<file path="config.mk">
export PLATFORM = sky130hd
export DESIGN_NAME = rf_write_arbiter
export DESIGN_NICKNAME = d
export VERILOG_FILES = /design/src/rtl/rf_pkg.sv /design/src/rtl/rf_scoreboard.sv /design/src/rtl/rf_write_arbiter.sv
export SDC_FILE = /design/constraint.sdc
export NUM_CORES = 1
export LEC_CHECK = 0
export ABC_AREA = 1
export CAP_MARGIN = 20
export CORE_MARGIN = 1
export CORE_UTILIZATION = 25
export CTS_CLUSTER_SIZE = 20
export DETAILED_ROUTE_END_ITERATION = 16
export MAX_ROUTING_LAYER = met4
export PLACE_DENSITY_LB_ADDON = 0.08
export SLEW_MARGIN = 20
export SYNTH_ARGS = -nofsm -noshare
export SYNTH_HDL_FRONTEND = slang
export SYNTH_SLANG_ARGS = --single-unit
</file>
<file path="constraint.sdc">
create_clock -name CLK -period 5.4 [get_ports CLK]
set_clock_uncertainty 0.1 [all_clocks]
set_input_delay 1.35 -clock CLK [delete_from_list [all_inputs] [get_ports CLK]]
set_output_delay 1.35 -clock CLK [all_outputs]
set_load 0.005 [all_outputs]
</file>
<file path="src/rtl/rf_pkg.sv">
// Shared constants for the register-file write arbiter and its scoreboard.
package rf_pkg;

    localparam logic [4:0] REG_ZERO             = 5'd0;
    localparam int         DEFAULT_STARVE_LIMIT = 3;

    typedef enum logic [1:0] {
        GNT_NONE = 2'b00,
        GNT_WB   = 2'b01,
        GNT_MD   = 2'b10
    } grant_e;

endpackage

</file>
<file path="src/rtl/rf_scoreboard.sv">
// Pending-write bitmap for MUL/DIV destinations with two combinational lookups.
module rf_scoreboard
    import rf_pkg::*;
#(
    parameter int ADDR_WIDTH = 5
) (
    input  logic                  clk,
    input  logic                  reset,
    input  logic                  set_en,
    input  logic [ADDR_WIDTH-1:0] set_addr,
    input  logic                  clr_en,
    input  logic [ADDR_WIDTH-1:0] clr_addr,
    input  logic [ADDR_WIDTH-1:0] chk_addr_1,
    input  logic [ADDR_WIDTH-1:0] chk_addr_2,
    output logic                  hit_1,
    output logic                  hit_2,
    output logic [31:0]           pending
);

    logic [31:0] set_mask;
    logic [31:0] clr_mask;
    logic [31:0] pending_next;

    // A set is applied after the clear, so a newly issued op keeps its bit.
    always_comb begin
        set_mask = '0;
        clr_mask = '0;
        if (set_en && (set_addr != ADDR_WIDTH'(REG_ZERO))) begin
            set_mask = 32'd1 << set_addr;
        end
        if (clr_en) begin
            clr_mask = 32'd1 << clr_addr;
        end
        pending_next    = (pending & ~clr_mask) | set_mask;
        pending_next[0] = 1'b0;
    end

    always_ff @(posedge clk) begin
        if (reset) begin
            pending <= '0;
        end else begin
            pending <= pending_next;
        end
    end

    assign hit_1 = pending[chk_addr_1];
    assign hit_2 = pending[chk_addr_2];

endmodule

</file>
<file path="src/rtl/rf_write_arbiter.sv">
// Arbitrates the single register-file write port between writeback and MUL/DIV,
// with a starvation guard for MUL/DIV and a pending-write scoreboard for decode.
module rf_write_arbiter
    import rf_pkg::*;
#(
    parameter int DATA_WIDTH   = 32,
    parameter int ADDR_WIDTH   = 5,
    parameter int STARVE_LIMIT = DEFAULT_STARVE_LIMIT
) (
    input  logic                  CLK,
    input  logic                  RESET,
    input  logic                  REQ0_VALID,
    input  logic [ADDR_WIDTH-1:0] REQ0_ADDR,
    input  logic [DATA_WIDTH-1:0] REQ0_DATA,
    output logic                  REQ0_READY,
    input  logic                  REQ1_VALID,
    input  logic [ADDR_WIDTH-1:0] REQ1_ADDR,
    input  logic [DATA_WIDTH-1:0] REQ1_DATA,
    output logic                  REQ1_READY,
    input  logic                  ISSUE_EN,
    input  logic [ADDR_WIDTH-1:0] ISSUE_ADDR,
    input  logic [ADDR_WIDTH-1:0] CHK_ADDR_1,
    input  logic [ADDR_WIDTH-1:0] CHK_ADDR_2,
    output logic                  HAZARD_1,
    output logic                  HAZARD_2,
    output logic                  WRITE_EN,
    output logic [ADDR_WIDTH-1:0] WRITE_ADDR,
    output logic [DATA_WIDTH-1:0] WRITE_DATA,
    output logic [31:0]           PENDING
);

    grant_e     grant;
    logic [2:0] starve_cnt;

    // Starved MUL/DIV overrides writeback; otherwise writeback has priority.
    always_comb begin
        grant = GNT_NONE;
        if (!RESET) begin
            if (REQ1_VALID && (starve_cnt == 3'(STARVE_LIMIT))) begin
                grant = GNT_MD;
            end else if (REQ0_VALID) begin
                grant = GNT_WB;
            end else if (REQ1_VALID) begin
                grant = GNT_MD;
            end
        end
    end

    assign REQ0_READY = (grant == GNT_WB);
    assign REQ1_READY = (grant == GNT_MD);

    always_ff @(posedge CLK) begin
        if (RESET) begin
            starve_cnt <= '0;
        end else if (!REQ1_VALID || REQ1_READY) begin
            starve_cnt <= '0;
        end else if (starve_cnt != 3'(STARVE_LIMIT)) begin
            starve_cnt <= starve_cnt + 3'd1;
        end
    end

    // Writes to x0 are consumed but never reach the register file.
    always_ff @(posedge CLK) begin
        if (RESET) begin
            WRITE_EN   <= 1'b0;
            WRITE_ADDR <= '0;
            WRITE_DATA <= '0;
        end else begin
            case (grant)
                GNT_WB: begin
                    WRITE_EN   <= (REQ0_ADDR != ADDR_WIDTH'(REG_ZERO));
                    WRITE_ADDR <= REQ0_ADDR;
                    WRITE_DATA <= REQ0_DATA;
                end
                GNT_MD: begin
                    WRITE_EN   <= (REQ1_ADDR != ADDR_WIDTH'(REG_ZERO));
                    WRITE_ADDR <= REQ1_ADDR;
                    WRITE_DATA <= REQ1_DATA;
                end
                default: begin
                    WRITE_EN <= 1'b0;
                end
            endcase
        end
    end

    rf_scoreboard #(
        .ADDR_WIDTH(ADDR_WIDTH)
    ) u_scoreboard (
        .clk        (CLK),
        .reset      (RESET),
        .set_en     (ISSUE_EN),
        .set_addr   (ISSUE_ADDR),
        .clr_en     (REQ1_READY),
        .clr_addr   (REQ1_ADDR),
        .chk_addr_1 (CHK_ADDR_1),
        .chk_addr_2 (CHK_ADDR_2),
        .hit_1      (HAZARD_1),
        .hit_2      (HAZARD_2),
        .pending    (PENDING)
    );

endmodule

</file>
## Word level (Yosys, flattened, before mapping)

Cells that the tools add are included.
W data, S select, Z words.

| storage, ports and cells | value |
|---|---|
| bits in registers | 73 |
| bits in latches | 0 |
| memory bits (writable) | 0 |
| memory bits (read-only) | 0 |
| input bits | 94 |
| memories kept | 0 |

| operators by class | value |
|---|---|
| add/sub/neg operators | 1 |
| $mul | 0 |
| div/mod/pow operators | 0 |
| magnitude comparators | 2 |
| equal/unequal tests | 4 |
| shifts and indexed selects | 2 |
| multiplexer cells | 13 |
| bitwise logic cells | 3 |
| reduce and logical (&&, ||, !) cells | 9 |

Operators by type and width:

| cell | number |
|---|---|
| $mux W32 | 2 |
| $pmux W32 S2 | 1 |
| $shl A1 B5 Y32 const A | 2 |
| $and A32 B32 Y32 | 1 |
| $not A32 Y32 | 1 |
| $or A32 B32 Y32 | 1 |
| $reduce_bool A5 Y1 | 3 |
| $lt A5 B6 Y1 const B | 2 |
| $bmux W1 S5 | 2 |
| $pmux W5 S2 | 1 |
| $mux W2 | 4 |
| $add A3 B1 Y3 const B | 1 |
| $eq A3 B2 Y1 const B | 1 |
| $ne A3 B2 Y1 const B | 1 |
| $eq A2 B1 Y1 const B | 1 |
| $eq A2 B2 Y1 const B | 1 |
| $logic_and A1 B1 Y1 | 2 |
| $mux W1 | 2 |
| $pmux W1 S2 | 1 |
| $reduce_bool A2 Y1 | 1 |
| $reduce_or A2 Y1 | 1 |
| $logic_not A1 Y1 | 1 |
| $logic_or A1 B1 Y1 | 1 |

## Longest topological paths before layout

| logic depth | value |
|---|---|
| depth in word-level cells | 9 |
| mapped depth | 13 |
| depth with buffers taken out | 9 |

## Hierarchy

Synthesis repeated with hierarchy kept, for this count alone.

| unflattened totals | value |
|---|---|
| cells, all modules | 597 |
| area, all modules | 4136.5 um^2 |

By module, submodules not included:

| module | instances | cells each | area an instance (um^2) | seq. area each (um^2) |
|---|---|---|---|---|
| rf_scoreboard | 1 | 354 | 2187.1 | 620.6 |
| rf_write_arbiter | 1 | 243 | 1949.4 | 820.8 |

## Least setup slack after synthesis

OpenSTA, ideal clock, no wires.

| timing | value |
|---|---|
| path kind | in2out |
| start | in RESET |
| end | out REQ0_READY |
| arrival | 2.204 ns |
| path slack | 1.746 ns |
| stages | 7 |
| path buffers | 2 |
| cell sequence | clkbuf_1 -> inv_1 -> buf_2 -> nand2_1 -> a21oi_1 -> inv_1 -> ha_1 |

| on the way | value |
|---|---|
| longest elaborated chain between the ends | 2 |

RTL lines:

| element | RTL line | text |
|---|---|---|
| start: declaration | rf_write_arbiter.sv:11 | `input logic RESET,` |
| $mux W2 | rf_write_arbiter.sv:38 | `if (!RESET) begin` |
| $eq A2 B1 Y1 | rf_write_arbiter.sv:49 | `assign REQ0_READY = (grant == GNT_WB);` |
| end: declaration | rf_write_arbiter.sv:15 | `output logic REQ0_READY,` |

Every way passes these cells.

## Final worst setup path

| timing | value |
|---|---|
| start | in CHK_ADDR_1[0] |
| end | out HAZARD_1 |

| on the way | value |
|---|---|
| longest elaborated chain between the ends | 2 |

RTL lines:

| element | RTL line | text |
|---|---|---|
| start: declaration | rf_write_arbiter.sv:22 | `input logic [ADDR_WIDTH-1:0] CHK_ADDR_1,` |
| $bmux W1 S5 | rf_scoreboard.sv:46 | `assign hit_1 = pending[chk_addr_1];` |
| $mux W1 (not written as such) | rf_scoreboard.sv:46 |  |
| end: declaration | rf_write_arbiter.sv:24 | `output logic HAZARD_1,` |

Every way passes these cells. The select of a mux whose other input is x is not followed.

==> reports/results.txt <==
H-tree Lvls - 3
Cell leakage power - 2.22 nW
Largest family of logic cells by synthesized area - simple AND/OR/NAND/NOR gates
Max stage delay on crit path - 690 ps
CTS clk-pin slew, worst paths - 60 ps
Crit path launch type - input port
Final wirelength - 14900 um
Crit path buf inv count - 3
Routed via count - 4522
Crit-path slowest cell - clkdlybuf4s50_1
Die width - 127 um
Async S/R FF share, synth - 0
Top-count cell post-synth - nand2_1
Max Fclk - 204 MHz
Hold Fails Final Rpt - 0
CTS Buffer Depth - 2
Grt ovf - 0
Fin nets - 831
Die height - 127 um
Xor and xnor fraction of the mapped netlist area - 0.00226
Total GRT Usage - 0.196
Clock Sink Count - 72
WL met2 - 6810 um
RSZ-0062 raised after global routing - no
Post-Synthesis Cells - 590
CTS buffer count - 9
Max-slew violation count - 0
Largest delay share family, worst path - buffers and inverters
Status - complete, no violations
Yosys cell types - 24
Share of layout cells above drive strength 1 - 0.0339
Die ar. - 16000 um2
Vias in the first global route - 4424
Post-CTS Repair Setup Buffers - 0
Top post-synthesis cells by area - dfxtp_1 (37%), nand3_1 (14%), nand2_1 (12%), nor2_1 (7.8%), o31ai_1 (6.0%)
First-pass GRT wire length - 23500 um
Worst EP arrival - 3440 ps
Register bit total from synthesis - 72
DR pass1 iterations - 5
Post-Synth Adder-Cell Area - 0.0129
Synth Flop Type - dfxtp_1
Share of the clock period used by the worst path - 0.906
PD cells - 233 nW/um2
Top cell type's share of synthesized area - 0.372
Area Growth Syn to Fin - 51.6%
Yosys Warn Count - 0
Peak supply drop - 137 uV
Remaining DRCs - 0
Site Rows - 45
Skew-Pair Late Insertion Delay - 330 ps
Pin count of the biggest net entering global routing - 45
Root buffer cell - clkbuf_16
Most frequent cells after synthesis - nand2_1 (119), nand3_1 (112), nor2_1 (81)
Initial DRC count - 292
Core area - 15100 um2
Fin crit period - 4890 ps
DR WL/cell - 16.1 um
Slew margin rel. - 0.544
Initial Util - 0.256
Routed wl met3 - 1010 um
Crit Path Class - in -> out
M1 WL - 6700 um
Mapped Area - 3880 um2
Final setup viols - 0
Initial antenna violation count - 1
Post-synthesis sequential area ratio - 0.372
Uppermost layer routed - met4
Post-synthesis simple-gate area fraction - 0.354
Max_cap viols - 0
Compound-Gate Fraction of Synth Area - 0.166
Final ANT Viol Nets - 0
TritonCTS clock tree - done
Mux cell area share after synthesis - 0
Core Util, Final - 0.388
Io pins - 168
Final Wtd Congestion - 0.841
Final HPWL from detailed placement - 11000 um
Port bufs - 166
Syn Area/Cell - 6.57 um2
TNS Setup - 0 ps
Vias per cell - 4.88
Endpoint type of the worst setup path - output pin
Worst-Margin Slew - 681 ps
EDFF count, synth - 0
Hold Path Class - reg -> reg
PostCTS Resize Cnt - 0
CTS Hold Buffers Added - 0
Synth Net Count - 688
CP Cell Sequence - clkdlybuf4s50_1 -> inv_2 -> nand2_1 -> nand3_1 -> nand3_1 -> nand2_1 -> nand2_1 -> nand2_1 -> nand2_1 -> nand2_1 -> clkdlybuf4s50_1
Max FO, Critical Path - 17
CP Data Required Time - 3950 ps
Synth area leader - dfxtp_1
Top cell by count, worst path - nand2_1
-- flip-flops by register name (all words and copies together) (netlist names) --
signal	count
WRITE_ADDR	5
starve_cnt	3
WRITE_DATA	32
WRITE_EN	1
u_scoreboard.pending	31
-- worst min-delay path: cells and delay by family (launching register included) --
family / cells / cell delay, ps
AOI/OAI and AO/OA: 1 / 60
and+or+nand+nor: 1 / 60
DFF: 1 / 310
-- logic make-up after synthesis --
| logic type | after synthesis |
|---|---|
| other | 1 |
| AO/OA/AOI/OAI | 111 |
| flip-flops | 72 |
| XOR/XNOR | 1 |
| AND/OR/NAND/NOR | 323 |
| adder cells (fa/ha/maj) | 4 |
| buffers and inverters | 78 |
-- through the flow --
| step | power (mW) | hold slack (ps) | std cells | area, um2 | setup WS, ps |
|---|---|---|---|---|---|
| 4_1_cts | 1.39 | 374 | 925 | 5880 | 525 |
| 3_5_place_dp | 0.845 | 365 | 910 | 5610 | 535 |
| 2_1_floorplan | 0.691 | 349 | 590 | 3880 | 1750 |
| 3_3_place_gp | 0.845 | 359 | 910 | 5610 | 572 |
| 6_report | 1.37 | 374 | 926 | 5880 | 505 |
| 5_1_grt | 1.44 | 382 | 926 | 5880 | 308 |
-- power by group --
group,total (mW),switching [mW],leakage [nW],internal (mW)
combinational,0.260,0.122,1.50,0.138
sequential,0.574,0.0164,0.586,0.557
clock,0.537,0.217,0.132,0.320
total,1.37,0.355,2.22,1.02
-- final timing paths --
| check | from | endpoint | slack (ps) | depth (start not counted) |
|---|---|---|---|---|
| max | CHK_ADDR_1[0] | HAZARD_1 | 510 | 11 |
| min | starve_cnt[1]$_SDFFE_PP0P_ | starve_cnt[1]$_SDFFE_PP0P_ | 370 | 2 |
| min reg2reg | starve_cnt[1]$_SDFFE_PP0P_ | starve_cnt[1]$_SDFFE_PP0P_ | 370 | 2 |
| max reg2reg | starve_cnt[0]$_SDFFE_PP0P_ | u_scoreboard.pending[1]$_SDFF_PP0_ | 2180 | 10 |
-- layer usage --
layer,global-route usage,up-vias
li1,-,2269
met1,0.243,2057
met2,0.306,171
met3,0.0464,25
met4,0.0808,0
met5,-,-
-- cells in the final DEF (no fill, tap or decap) --
master and instances:
buf_4 7, o21ai_1 9, clkinv_2 2, clkdlybuf4s50_1 166, inv_1 32, nand3_1 112, o31ai_1 31, diode_2 1
ha_2 1, clkbuf_1 2, a21oi_1 35, clkinv_4 1, o211ai_1 1, ha_1 3, or2_1 2, conb_1 1
clkbuf_8 1, clkbuf_16 9, inv_2 3, dfxtp_1 72, nand2_1 119, clkinv_1 2, nor3_1 5, xor2_1 1
o31ai_2 1, nand4_1 4, nor2_1 81, o21ai_0 34
-- area by class of cell --
type,instances,area (um2)
antenna,1,2.50
fill,1610,9270
sequential,72,1440
inverter,37,139
multi-input combinational,440,2080
timing repair buffer,173,1710
clock buffer,12,246
clock inverter,3,18.8
tap,188,235
Note: power is estimated with default switching activity, not from simulation.
